### src/rtl/bicubic_result_reader.sv
// Read-back engine for the bicubic upscaler's ResultSRAM.
// On an accepted START it reads the TW x TH raster in address order, buffers
// the returned bytes in a small FIFO, streams them out over valid/ready with
// (x, y) tags and a last flag, and accumulates a 16-bit checksum.
module bicubic_result_reader #(
  parameter int RD_LAT     = 1,
  parameter int FIFO_DEPTH = 4,
  parameter int AW         = 14
) (
  input  logic          CLK,
  input  logic          RST,
  input  logic          START,
  input  logic [5:0]    TW,
  input  logic [5:0]    TH,
  input  logic [7:0]    SRAM_Q,
  output logic          SRAM_CEN,
  output logic          SRAM_WEN,
  output logic [AW-1:0] SRAM_A,
  output logic          PIX_VALID,
  input  logic          PIX_READY,
  output logic [7:0]    PIX_DATA,
  output logic [5:0]    PIX_X,
  output logic [5:0]    PIX_Y,
  output logic          PIX_LAST,
  output logic          BUSY,
  output logic          RD_DONE,
  output logic [15:0]   CHECKSUM
);

  localparam int CW = $clog2(FIFO_DEPTH + 1);
  localparam int PW = (FIFO_DEPTH > 1) ? $clog2(FIFO_DEPTH) : 1;

  typedef enum logic [1:0] {
    S_IDLE,
    S_READ,
    S_DRAIN,
    S_FINISH
  } state_t;

  state_t state, state_nxt;

  logic [5:0]        tw_r;
  logic [11:0]       total_r;
  logic [11:0]       total_in;
  logic [11:0]       issued_cnt;
  logic [11:0]       out_cnt;
  logic [RD_LAT-1:0] dv;
  logic [7:0]        fifo_mem [FIFO_DEPTH];
  logic [PW-1:0]     wr_ptr;
  logic [PW-1:0]     rd_ptr;
  logic [CW-1:0]     fifo_cnt;
  logic [CW-1:0]     inflight;
  logic [CW:0]       occ;
  logic              accept;
  logic              issue;
  logic              push;
  logic              pop;

  function automatic logic [PW-1:0] ptr_inc(input logic [PW-1:0] p);
    return (p == PW'(FIFO_DEPTH - 1)) ? '0 : p + PW'(1);
  endfunction

  assign accept   = (state == S_IDLE) && START;
  assign total_in = 12'(TW) * 12'(TH);

  // Count reads whose data has not yet landed in the FIFO.
  always_comb begin
    inflight = '0;
    for (int unsigned i = 0; i < RD_LAT; i++) begin
      inflight = inflight + CW'(dv[i]);
    end
  end

  // Reserving FIFO space for in-flight reads is what keeps the FIFO from overflowing.
  assign occ   = {1'b0, fifo_cnt} + {1'b0, inflight};
  assign issue = (state == S_READ) && (issued_cnt < total_r) &&
                 (occ < (CW+1)'(FIFO_DEPTH));
  assign push  = dv[RD_LAT-1];
  assign pop   = PIX_VALID && PIX_READY;

  assign SRAM_CEN  = ~issue;
  assign SRAM_WEN  = 1'b1;
  assign SRAM_A    = issue ? AW'(issued_cnt) : '0;
  assign PIX_VALID = (fifo_cnt != '0);
  assign PIX_DATA  = fifo_mem[rd_ptr];
  assign PIX_LAST  = PIX_VALID && (out_cnt == total_r - 12'd1);
  assign BUSY      = (state != S_IDLE);
  assign RD_DONE   = (state == S_FINISH);

  // State register.
  always_ff @(posedge CLK or posedge RST) begin
    if (RST) state <= S_IDLE;
    else     state <= state_nxt;
  end

  // Next-state decode.
  always_comb begin
    state_nxt = state;
    case (state)
      S_IDLE:   if (START) state_nxt = (total_in == '0) ? S_FINISH : S_READ;
      S_READ:   if (issue && (issued_cnt == total_r - 12'd1)) state_nxt = S_DRAIN;
      S_DRAIN:  if (pop && PIX_LAST) state_nxt = S_FINISH;
      S_FINISH: state_nxt = S_IDLE;
      default:  state_nxt = S_IDLE;
    endcase
  end

  // Frame geometry latch and read address counter.
  always_ff @(posedge CLK or posedge RST) begin
    if (RST) begin
      tw_r       <= '0;
      total_r    <= '0;
      issued_cnt <= '0;
    end else if (accept) begin
      tw_r       <= TW;
      total_r    <= total_in;
      issued_cnt <= '0;
    end else if (issue) begin
      issued_cnt <= issued_cnt + 12'd1;
    end
  end

  // Delayed-valid pipe marking the cycle each read's data is on SRAM_Q.
  always_ff @(posedge CLK or posedge RST) begin
    if (RST) begin
      dv <= '0;
    end else begin
      dv[0] <= issue;
      for (int unsigned i = 1; i < RD_LAT; i++) begin
        dv[i] <= dv[i-1];
      end
    end
  end

  // Output FIFO; storage is cleared on reset so PIX_DATA resets to zero.
  always_ff @(posedge CLK or posedge RST) begin
    if (RST) begin
      wr_ptr   <= '0;
      rd_ptr   <= '0;
      fifo_cnt <= '0;
      for (int unsigned i = 0; i < FIFO_DEPTH; i++) begin
        fifo_mem[i] <= '0;
      end
    end else begin
      if (push) begin
        fifo_mem[wr_ptr] <= SRAM_Q;
        wr_ptr           <= ptr_inc(wr_ptr);
      end
      if (pop) rd_ptr <= ptr_inc(rd_ptr);
      case ({push, pop})
        2'b10:   fifo_cnt <= fifo_cnt + CW'(1);
        2'b01:   fifo_cnt <= fifo_cnt - CW'(1);
        default: fifo_cnt <= fifo_cnt;
      endcase
    end
  end

  // Output tags, output index and checksum advance on each handshake.
  always_ff @(posedge CLK or posedge RST) begin
    if (RST) begin
      PIX_X    <= '0;
      PIX_Y    <= '0;
      out_cnt  <= '0;
      CHECKSUM <= '0;
    end else if (accept) begin
      PIX_X    <= '0;
      PIX_Y    <= '0;
      out_cnt  <= '0;
      CHECKSUM <= '0;
    end else if (pop) begin
      out_cnt  <= out_cnt + 12'd1;
      CHECKSUM <= CHECKSUM + {8'h00, PIX_DATA};
      if (PIX_X == tw_r - 6'd1) begin
        PIX_X <= '0;
        PIX_Y <= PIX_Y + 6'd1;
      end else begin
        PIX_X <= PIX_X + 6'd1;
      end
    end
  end

endmodule

### config.mk
export PLATFORM = sky130hd
export DESIGN_NAME = bicubic_result_reader
export DESIGN_NICKNAME = d
export VERILOG_FILES = /design/src/rtl/bicubic_result_reader.sv
export SDC_FILE = /design/constraint.sdc
export NUM_CORES = 1
export LEC_CHECK = 0
export ABC_AREA = 0
export BUFFER_PORTS_ARGS = -buffer_cell sky130_fd_sc_hd__buf_2
export CORE_MARGIN = 8
export CORE_UTILIZATION = 50
export CTS_BUF_LIST = sky130_fd_sc_hd__clkbuf_8
export DETAILED_ROUTE_END_ITERATION = 16
export HOLD_SLACK_MARGIN = 0.1
export MAX_ROUTING_LAYER = met4
export PLACE_DENSITY_LB_ADDON = 0.3
export SETUP_SLACK_MARGIN = 0.3
export SLEW_MARGIN = 20
export SYNTH_ARGS = -nofsm -noshare
export SYNTH_HDL_FRONTEND = slang
export SYNTH_SLANG_ARGS = --single-unit
### constraint.sdc
create_clock -name CLK -period 4.8 [get_ports CLK]
set_input_delay 0.96 -clock CLK [delete_from_list [all_inputs] [get_ports CLK]]
set_output_delay 0.96 -clock CLK [all_outputs]
set_load 0.02 [all_outputs]
==> impl_metrics.csv <==
group,metric,value,unit
power_and_ir_drop,p_clk_frac,0.124,
power_and_ir_drop,p_sw,2250,uW
route,ant_nets,0,
timing,rsz0062_at_grt,"no",
clock_tree,ctsResizeCount,0,
logic_synthesis,yosysWarnings,0,
run_status,outcome,"finished clean",
power_and_ir_drop,ir_worst_vdd,0.497,mV
clock_tree,cts_tree,"done",
logic_synthesis,synth-main-ff-cell,"dfrtp_1",
logic_synthesis,syn_inst,818,
critical_path,start_kind,"primary input",
global_routing,grt_first_pass_wirelength,28.8,mm
power_and_ir_drop,pwr-share-comb,0.535,
clock_tree,cts_num_sinks,112,
layout,nFillCells,1399,
timing,setup_viol,0,
die,start_util,0.511,
route,drt_iter0_markers,299,
route,wl_per_cell,15.8,um
clock_tree,clock_path_buffers,2,
logic_synthesis,ys_ff_latch,112,
critical_path,crit_type,"in2reg",
worst_hold_path,hp-class,"reg2reg",
route,num_vias,5983,
logic_synthesis,synth_top_family_by_area,"simple AND/OR/NAND/NOR gates",
timing,tightest_slew,0.770,ns
clock_tree,postCtsHoldBufs,0,
logic_synthesis,synthArstFlopShare,1.00,
layout,area_delta_synth_final,9.93,%
layout,antennaDiodeCount,0,
run,maxCapViolCount,0,
die,dieHeight,141,um
logic_synthesis,syn_area_per_cell,9.50,um^2
logic_synthesis,synthSimpleGateAreaFrac,0.185,
logic_synthesis,muxShareOfSynthArea,0.0827,
global_routing,grtUsageTotal,0.182,
global_routing,grt_max_degree,53,
clock_tree,htree_levels,3,
die,num_rows,45,
die,num_io_pins,80,
layout,nNetsFinal,979,
critical_path,end_kind,"flop",
logic_synthesis,syn_area,0.00777,mm^2
critical_path,r2r_slack,1.42,ns
logic_synthesis,synth-adder-area-share,0.141,
power_and_ir_drop,internal_power,2670,uW
layout,drive_gt1_frac,0.176,
timing,finalHoldViolCount,0,
timing,slew-limit-headroom,0.486,
clock_tree,clk_latency,0.40,ns
timing,drv_slew,0,
power_and_ir_drop,p_per_area,575,mW/mm^2
clock_tree,cts_made_buffers,9,
route,drtPass1Iterations,5,
timing,timing.final.crit_share,0.903,
timing,min_period,4.33,ns
route,drc,0,
placement,hpwl,12.7,mm
timing,max_freq,231,MHz
global_routing,grt_pass1_vias,5945,
placement,numPortBuffers,76,
logic_synthesis,seq_area_frac_synth,0.361,
die,fp.dieW,141,um
power_and_ir_drop,seqPwrFrac,0.341,
power_and_ir_drop,swShare,0.457,
route,via_per_inst,5.58,
logic_synthesis,synthDistinctLibCells,65,
clock_tree,post_cts_buffers,0,
power_and_ir_drop,total_power,4910,uW
global_routing,antenna_found_initial,0,
clock_tree,clk_pin_slew_worst_paths,0.12,ns
power_and_ir_drop,power_leakage,0.00404,uW
global_routing,grt_overflow,0,
placement,place.gp.congestion,0.889,
die,dieArea,0.0198,mm^2
die,core_area,0.0152,mm^2
route,wirelength,16.9,mm
logic_synthesis,synth-edff-count,0,
logic_synthesis,synth_xor_area_frac,0.0766,
clock_tree,root_buffer,"clkbuf_8",
timing,tns,0,ns
critical_path,cp.required,5.09,ns
logic_synthesis,synth_compound_area_frac,0.107,
timing,fin_skew,0.0203,ns
critical_path,worstPathMaxFanout,7,
critical_path,cp.arrival,4.62,ns
layout make-up:
class	count	area [um^2]	area share
sequential	112	2800	0.328
inverter	60	228	0.0266
multi-input combinational	613	4620	0.541
tap	188	235	0.0275
clock buffer	9	124	0.0145
timing repair buffer	83	433	0.0507
clock inverter	7	101	0.0119
sequential cells by signal (all words and copies together), names as in the netlist:
name,cells
dv,1
total_r,12
PIX_X,6
out_cnt,12
tw_r,6
wr_ptr,2
fifo_mem,32
issued_cnt,12
state,2
rd_ptr,2
CHECKSUM,16
PIX_Y,6
fifo_cnt,3
cell families (layout without fill, tap and decap cells):
kind of cell / after synthesis / after routing
and+or+nand+nor: 283 / 283
AOI/OAI and AO/OA: 133 / 133
adders and majority gates: 76 / 76
muxes: 50 / 50
xor gates and xnor gates: 68 / 68
DFF: 112 / 112
buffers and inverters: 94 / 159
other: 2 / 3
worst max-delay path, cell delays in order:
cell     delay, ns
buf_2         0.15
and2_1        0.17
fa_1          0.53
inv_1         0.05
fa_1          0.46
fa_1          0.54
inv_1         0.04
ha_1          0.32
a21o_1        0.18
a211o_1       0.31
a21oi_2       0.16
a22oi_1       0.12
xnor2_1       0.15
a41o_1        0.23
mux2_2        0.25
per-layer routing:
| layer | wire length [um] | up-vias | global-route usage |
|---|---|---|---|
| met5 | 0 | - | - |
| met4 | 336 | 0 | 0.0622 |
| met3 | 596 | 22 | 0.0253 |
| met2 | 7720 | 111 | 0.283 |
| met1 | 8290 | 2914 | 0.241 |
| li1 | - | 2936 | - |
cells in the final DEF, fill, tap and decap left out, types with 7 or more instances in the layout:
cell,n
xor2_1,27
nand4_1,18
nand2_1,91
clkbuf_8,9
inv_1,59
and2_1,38
nor2b_1,7
o21ai_0,44
nor2_1,52
and3_1,10
buf_4,7
mux2i_1,8
nand3_1,15
fa_1,19
buf_2,76
mux4_2,8
a21oi_1,35
mux2_2,34
nor3_1,7
dfrtp_1,112
or3_1,14
xnor2_1,41
ha_1,57
power groups by stage:
stage | clock (uW) | sequential [uW] | combinational [uW]
after floorplan | 0 | 1540 | 2110
after global placement | 0 | 1680 | 2590
after detailed placement | 0 | 1690 | 2630
after CTS | 630 | 1670 | 2650
after global routing | 658 | 1730 | 2960
final | 608 | 1680 | 2630
path summary, 6_finish.rpt:
check                                 start  depth (start not counted)            to
worst min-delay path            fifo_mem[7]                          1   fifo_mem[7]
worst max register to register    rd_ptr[0]                         10  CHECKSUM[10]
worst min register to register  fifo_mem[7]                          1   fifo_mem[7]
max in group asynchronous               RST                          3    out_cnt[8]
min in group asynchronous               RST                          2      PIX_X[1]
worst max-delay path                  TW[3]                         15      state[1]
Yosys cell counts (all sizes together), types with 2 or more instances:
master	number	share of area
a2bb2oi	2	0.0023
a22o	2	0.0023
mux2	34	0.049
mux2i	8	0.010
o31ai	2	0.0019
o21bai	3	0.0029
buf	5	0.0039
nor3b	2	0.0019
a21o	6	0.0058
nor2	52	0.025
inv	60	0.029
a211o	4	0.0045
conb	2	0.00097
a31oi	4	0.0032
o22ai	2	0.0016
and3	10	0.0080
xnor2	41	0.046
or2	2	0.0016
a211oi	5	0.0048
xor2	27	0.030
o211ai	2	0.0019
nand2b	6	0.0048
a21oi	36	0.023
and2	40	0.032
or3b	2	0.0023
o21a	4	0.0039
ha	57	0.092
nor4	5	0.0056
or3	14	0.011
nand4	18	0.014
a2111oi	3	0.0042
fa	19	0.049
mux4	8	0.023
clkbuf	29	0.014
nor3	9	0.0071
dfrtp	112	0.36
nor2b	7	0.0056
nand3	16	0.011
a32oi	2	0.0023
or4	4	0.0039
o21ai	44	0.028
nand2	91	0.044
through the flow:
step	area [um^2]	cells	setup WS, ns	hold WS (ns)	utilization
global route	8550	1072	0.306	0.521	0.562
floorplan	7780	819	0.330	0.456	-
CTS	8550	1072	0.489	0.517	0.562
finish	8550	1072	0.468	0.513	0.562
global placement	8320	1056	0.105	0.476	0.547
detailed placement	8320	1056	0.0486	0.485	0.547
No activity file was read; power rests on OpenSTA's default activity.
